$ cat src/rtl/adc_spi_rx.sv
// SPI master front end for an 8-bit serial ADC: frames conversions with cs_n/sclk,
// captures the data bits from sdata and presents each sample with a one-cycle valid strobe.
module adc_spi_rx #(
  parameter int unsigned SCLK_DIV = 4,
  parameter int unsigned N_SCLK   = 16,
  parameter int unsigned DATA_POS = 3,
  parameter int unsigned DATA_W   = 8,
  parameter int unsigned CS_QUIET = 8
) (
  input  logic              clk,
  input  logic              n_rst,
  input  logic              start,
  input  logic              stop,
  input  logic              sdata,
  output logic              cs_n,
  output logic              sclk,
  output logic [DATA_W-1:0] adc_data,
  output logic              adc_valid,
  output logic              busy
);

  localparam int unsigned CNT_MAX = (SCLK_DIV > CS_QUIET) ? SCLK_DIV : CS_QUIET;
  localparam int unsigned CW      = $clog2(CNT_MAX);
  localparam int unsigned BW      = (N_SCLK > 1) ? $clog2(N_SCLK) : 1;

  typedef enum logic [1:0] {IDLE, SETUP, SHIFT, QUIET} state_t;

  state_t            state_q, state_d;
  logic [CW-1:0]     cnt_q, cnt_d;
  logic [BW-1:0]     bit_q, bit_d;
  logic              hi_q, hi_d;
  logic [DATA_W-1:0] sh_q, sh_d;
  logic [DATA_W-1:0] data_q, data_d;
  logic              valid_q, valid_d;
  logic              cs_n_q, cs_n_d;
  logic              sclk_q, sclk_d;
  logic              busy_q, busy_d;
  logic              run_q, run_d;
  logic              in_data;

  // stop has priority over start when both are low in the same cycle
  always_comb begin
    run_d = run_q;
    if (!stop) begin
      run_d = 1'b0;
    end else if (!start) begin
      run_d = 1'b1;
    end
  end

  assign in_data = (int'(bit_q) >= int'(DATA_POS)) &&
                   (int'(bit_q) <  int'(DATA_POS + DATA_W));

  always_comb begin
    state_d = state_q;
    cnt_d   = cnt_q + 1'b1;
    bit_d   = bit_q;
    hi_d    = hi_q;
    sh_d    = sh_q;
    data_d  = data_q;
    valid_d = 1'b0;
    cs_n_d  = cs_n_q;
    sclk_d  = sclk_q;
    unique case (state_q)
      IDLE: begin
        cnt_d  = '0;
        cs_n_d = 1'b1;
        sclk_d = 1'b1;
        if (run_q) begin
          state_d = SETUP;
          cs_n_d  = 1'b0;
        end
      end
      SETUP: begin
        if (cnt_q == CW'(SCLK_DIV - 1)) begin
          state_d = SHIFT;
          cnt_d   = '0;
          bit_d   = '0;
          hi_d    = 1'b0;
          sclk_d  = 1'b0;
        end
      end
      SHIFT: begin
        if (cnt_q == CW'(SCLK_DIV - 1)) begin
          cnt_d = '0;
          if (!hi_q) begin
            // sample on the same edge that raises sclk: data has settled for the whole low phase
            hi_d   = 1'b1;
            sclk_d = 1'b1;
            if (in_data) begin
              sh_d = {sh_q[DATA_W-2:0], sdata};
            end
          end else if (bit_q == BW'(N_SCLK - 1)) begin
            state_d = QUIET;
            cs_n_d  = 1'b1;
            sclk_d  = 1'b1;
            data_d  = sh_q;
            valid_d = 1'b1;
          end else begin
            bit_d  = bit_q + 1'b1;
            hi_d   = 1'b0;
            sclk_d = 1'b0;
          end
        end
      end
      QUIET: begin
        if (cnt_q == CW'(CS_QUIET - 1)) begin
          cnt_d = '0;
          if (run_q) begin
            state_d = SETUP;
            cs_n_d  = 1'b0;
          end else begin
            state_d = IDLE;
          end
        end
      end
      default: begin
        state_d = IDLE;
        cs_n_d  = 1'b1;
        sclk_d  = 1'b1;
      end
    endcase
    busy_d = (state_d != IDLE);
  end

  always_ff @(posedge clk or negedge n_rst) begin
    if (!n_rst) begin
      state_q <= IDLE;
      cnt_q   <= '0;
      bit_q   <= '0;
      hi_q    <= 1'b0;
      sh_q    <= '0;
      data_q  <= '0;
      valid_q <= 1'b0;
      cs_n_q  <= 1'b1;
      sclk_q  <= 1'b1;
      busy_q  <= 1'b0;
      run_q   <= 1'b0;
    end else begin
      state_q <= state_d;
      cnt_q   <= cnt_d;
      bit_q   <= bit_d;
      hi_q    <= hi_d;
      sh_q    <= sh_d;
      data_q  <= data_d;
      valid_q <= valid_d;
      cs_n_q  <= cs_n_d;
      sclk_q  <= sclk_d;
      busy_q  <= busy_d;
      run_q   <= run_d;
    end
  end

  assign cs_n      = cs_n_q;
  assign sclk      = sclk_q;
  assign adc_data  = data_q;
  assign adc_valid = valid_q;
  assign busy      = busy_q;

endmodule
$ cat config.mk
export PLATFORM = sky130hd
export DESIGN_NAME = adc_spi_rx
export DESIGN_NICKNAME = d
export VERILOG_FILES = /design/src/rtl/adc_spi_rx.sv
export SDC_FILE = /design/constraint.sdc
export NUM_CORES = 1
export LEC_CHECK = 0
export CORE_AREA = 2 2 61 63
export CTS_CLUSTER_DIAMETER = 200
export CTS_CLUSTER_SIZE = 10
export DETAILED_ROUTE_END_ITERATION = 8
export DIE_AREA = 0 0 63 65
export PLACE_DENSITY = 0.77
export SETUP_SLACK_MARGIN = 0.1
export SLEW_MARGIN = 10
export SYNTH_ARGS = -nofsm -noshare
export SYNTH_HDL_FRONTEND = slang
export SYNTH_SLANG_ARGS = --single-unit
$ cat constraint.sdc
create_clock -name clk -period 1.8 [get_ports clk]
set_input_delay 0.27 -clock clk [delete_from_list [all_inputs] [get_ports clk]]
set_output_delay 0.27 -clock clk [all_outputs]
set_load 0.005 [all_outputs]
======== After elaboration in Yosys (flattened, before gate mapping) ========
Index checks and enable logic that the tools add are counted.
operators by class
  reductions and logical operators ........ 13
  bitwise gates (word level) .............. 1
  muxes and demuxes ....................... 34
  $add $sub $neg .......................... 2
  equality and inequality tests ........... 14
  order comparisons ....................... 2
operators with widths
  operator               number
  $mux W1                16
  $mux W4                4
  $ne A2 B2 Y1 const B   8
  $mux W2                6
  $pmux W3 S3            1
  $pmux W2 S4            1
  $pmux W4 S2            1
  $reduce_and A4 Y1      2
  $mux W3                2
  $pmux W1 S3            2
  $reduce_and A3 Y1      2
  $reduce_and A6 Y1      1
  $reduce_bool A3 Y1     2
  $reduce_and A5 Y1      1
  $add A4 B1 Y4 const B  1
  $eq A2 B2 Y1 const B   2
  $eq A4 B4 Y1 const B   1
  $ge A4 B2 Y1 const B   1
  $lt A4 B4 Y1 const B   1
  $reduce_bool A2 Y1     2
  $add A3 B1 Y3 const B  1
  $eq A3 B2 Y1 const B   1
  $eq A3 B3 Y1 const B   1
  $eq A2 B1 Y1 const B   1
  5 further kinds        5
word-level totals
  output and inout bits ................... 12
  bits in registers ....................... 31
  input port bits ......................... 5
  logic and storage cells ................. 77

======== Depth between registers and ports, before layout ========
  depth in word-level cells ............... 6
  gate-level depth with buffers ........... 8
  depth with buffers taken out ............ 6

======== Worst setup path after synthesis ========
OpenSTA, ideal clock, no wires.
  path kind ............................... register -> register
  from .................................... register cnt_q[0]
  to ...................................... register sh_q[0]
  required time ........................... 1.675 ns
  path slack .............................. -0.020 ns
  setup time .............................. 0.125 ns
  clock period less this slack ............ 1.820 ns
  path buffers ............................ 1
  data arrival time ....................... 1.695 ns
  stages on the path, launching flop included .. 7
  path through ............................ dfrtp_1 -> ha_1 -> ha_1 -> clkbuf_4 -> nand2_4 -> nor4b_4 -> mux2_2
on the way
  longest elaborated chain between the ends .. 2
ends and longest elaborated chain
  item                         line  text
  start: declaration           29    logic [CW-1:0] cnt_q, cnt_d;
  start signal: assignment     141   cnt_q <= cnt_d;
  $eq A3 B2 Y1                 84    if (cnt_q == CW'(SCLK_DIV - 1)) begin
  $reduce_and A4 Y1 (no line)  -
  end signal: assignment       132   sh_q <= '0;
  end signal: assignment       144   sh_q <= sh_d;
  end: declaration             32    logic [DATA_W-1:0] sh_q, sh_d;
No other way between the ends.
A chain may end at the register's enable or synchronous reset.

======== Final worst setup path ========
  from .................................... register state_q[1]
  to ...................................... register busy_q (netlist: busy)
on the way
  elaborated cells between the ends (all ways) .. 12
  classes of those cells .................. 3 x eq/ne; 7 x mux; 2 x reduce/logical
RTL lines
  item                                        line  text
  start: declaration                          28    state_t state_q, state_d;
  start signal: assignment                    140   state_q <= state_d;
  $eq A2 B2 Y1, or another cell as far along  64    unique case (state_q)
  $pmux W2 S4 (*)                             64
  via state_d[0]                              28
  $reduce_bool A2 Y1 (*)                      123   busy_d = (state_d != IDLE);
  via busy_d                                  37    logic busy_q, busy_d;
  end signal: assignment                      149   busy_q <= busy_d;
  end: declaration                            37
Mark *: on every way through the listed nets, which the timed path passes. The rest lies on a longest branch.

==> flow_summary.yaml <==
clock_network:
  ctsHoldBuffers: 0
  insertion_delay_ns: 0.33
  cts_tree: "built"
  cts_num_sinks: 31
  cts_buffers: 5
  clk_pin_slew_ns: 0.10
  cts-root-buf: "clkbuf_4"
  cts_buffer_depth: 2
  htreeDepth: 2
sta:
  max_freq_mhz: 576.6
  final.setup_skew_ns: 0.01316
  slew_viol_final: 0
  setup_tns_ns: 0
  tightest_slew_ns: 0.3827
  setup_violations: 0
  hold_viol_final: 0
  slew_headroom_pct: 74.49
  post-route-period-util_pct: 96.35
  rsz0062_at_grt: "true"
  finalCriticalPeriod_ns: 1.734
power_and_ir_drop:
  power_density_nw_per_um2: 1270
  p_leak_nw: 0.9440
  ir_drop_v: 0.0006505
yosys:
  synth-edff-count: 0
  async_flop_share_pct: 100.0
  dominantRegCellSynth: "dfrtp_1"
  yosys_warnings: 0
  seq_area_frac_synth_pct: 51.49
  syn_inst: 126
  synth.distinct_cells: 35
  postSynthAreaPerCell_sq_um: 12.00
  synth_seq_cells: 31
  synth_area_sq_um: 1511
  syn_nets: 141
worst_setup_path:
  reg2reg_depth: 6
  crit_buf_inv: 1
  critical_path.max_fanout: 4
  path_depth: 6
  r2r-start: "state_q[1]"
  crit_family: "simple AND/OR/NAND/NOR gates"
  crit_chain: "buf_6 > ha_2 > nor2b_4 > nor4b_4 > a211oi_2 > or2_1"
  cpPeakStageDelay_ns: 0.48
  cp-start-kind: "register"
  rr_endpoint: "busy"
  cp_data_required_time_ns: 2.02
  crit_path_end_kind: "register"
  cp-endpoint: "busy"
  crit_arrival_ns: 1.96
  reg2reg_setup_slack_ns: 0.07
  path_class: "register to register"
  cp_slowest_cell: "dfrtp_2"
  crit_start: "state_q[1]"
drt:
  dr.pass1.iters: 4
  drt-initial-drc-count: 13
  via_per_inst: 5.207
  vias: 1109
  wl_per_cell_microns: 15.22
  antenna_left: 0
  drc_errors: 0
  routed_wl_microns: 3241
place:
  hpwl_microns: 2143
  post_dp_cell_area_sq_um: 1836
  place_congestion: 0.9627
  port_buffers: 16
die:
  die_w_microns: 63
  io_pins: 17
  core_area_sq_um: 3496
  die_area_sq_um: 4095
  die_y_microns: 65
  initial_core_util_pct: 43.24
  std_cell_rows: 22
final_layout:
  register_area_sq_um: 779.5
  area_delta_synth_final_pct: 36.92
  drive_gt1_share_pct: 40.61
  num-nets-final: 179
  fin_util_pct: 59.20
  fillers: 290
  num_antenna_cells: 0
  fin_area_sq_um: 2069
  multi_input_area_sq_um: 829.5
global_route:
  grt_usage_pct: 17.18
  grt_max_degree: 32
  antenna_found_initial: 0
  grt_pass1_vias: 1185
  grt_pass1_wl_microns: 5347
  grt-ovfl-total: 0
status:
  status: "completed"
min_path:
  hp-class: "input pin to async pin"
job:
  maxCapViolations: 0
## timing repair
action,4_1_cts,5_1_grt
gates resized for setup,12,21
endpoints found under the setup margin,21,18
setup buffers,3,2
pin swaps,2,8
## how the worst min path moves through the flow
stage | from | cells after the start | end
final | n_rst | 2 | cnt_q[2]
after global routing | n_rst | 2 | cnt_q[0]
after CTS | n_rst | 2 | cnt_q[2]
after detailed placement | cnt_q[0] | 1 | cnt_q[0]
after global placement | cnt_q[0] | 1 | cnt_q[0]
after floorplan | n_rst | 0 | adc_data[0]
## per-stage QoR
step	total power [mW]	worst slack, ns	instances	hold WS [ns]
after floorplan	1.508	-0.01736	126	-0.02559
after global placement	1.852	0.06143	200	0.4402
after detailed placement	1.900	0.006334	200	0.4539
after CTS	2.420	0.04246	211	0.3235
after global routing	2.806	0.02385	213	0.3492
final	2.628	0.06569	213	0.3179
## cell type report
cell class / count / share of cell area (%)
repair buffers: 34 / 14.81
clock buffers: 7 / 2.660
flip-flops and latches: 31 / 37.67
multi-input cells: 83 / 40.08
clock inverters: 1 / 0.2418
inverters: 9 / 1.632
well taps: 48 / 2.902
## cells by family after synthesis
group | share of synthesized area [%]
flops | 51.49
buf+inv | 3.808
fa+ha+maj | 8.278
mux | 13.33
simple gates | 13.99
compound gates | 9.107
## cells in the final DEF (no fill, tap or decap), types with 3 or more instances in the layout
cell / synthesis / final
a21oi_1: 4 / 4
inv_1: 9 / 6
clkdlybuf4s50_1: 0 / 16
mux2_2: 17 / 9
ha_2: 0 / 4
nor3_1: 3 / 3
o21ai_0: 6 / 3
dfrtp_1: 29 / 28
nor2_1: 4 / 4
nand2_1: 9 / 9
ha_4: 0 / 4
o21ai_1: 0 / 3
buf_6: 1 / 3
buf_4: 0 / 15
inv_2: 0 / 3
mux2_4: 0 / 8
clkbuf_4: 1 / 5
nand3_1: 6 / 6
## cell usage after synthesis, drive strengths merged, types with 2 or more instances
cell type,n,area share [%]
or3,2,0.83
buf,2,1.1
nor4b,2,2.2
o21ai,6,2.0
inv,9,2.2
nand2,10,3.0
mux2,17,13
nand2b,3,1.4
a32oi,2,1.7
nor3,3,0.99
nand3,6,2.0
ha,10,8.3
dfrtp,29,48
and3,2,0.83
a21oi,4,1.3
dfstp,2,3.5
nor2,4,0.99
## routing by layer
metal  global-route usage [%]  up-vias  wire, microns
li1                         -      519              -
met1                    19.91      554           1338
met2                    30.32       28           1679
met3                    4.861        8            145
met4                    6.111        0             78
met5                        0        -              0
## power breakdown
group          leakage, nW  internal, mW  switching [mW]
Combinational        0.494         0.695           0.580
Clock               0.0353         0.189           0.233
Sequential           0.415         0.824           0.107
Total                0.944          1.71           0.920
## sequential cells by signal, summed over array words and instances, names as in the netlist
name and cells:
run_q 1, cs_n 1, adc_data 8, hi_q 1
cnt_q 3, sh_q 8, state_q 2, busy 1
bit_q 4, adc_valid 1, sclk 1
## worst reg2reg max path, delay by kind of cell, from the launching register on
kind	cells	cell delay, ns
AOI/OAI and AO/OA	1	0.12
adders and majority gates	1	0.18
buffers and inverters	1	0.14
DFF	1	0.48
and+or+nand+nor	3	0.71
(Power assumes the default switching activity.)
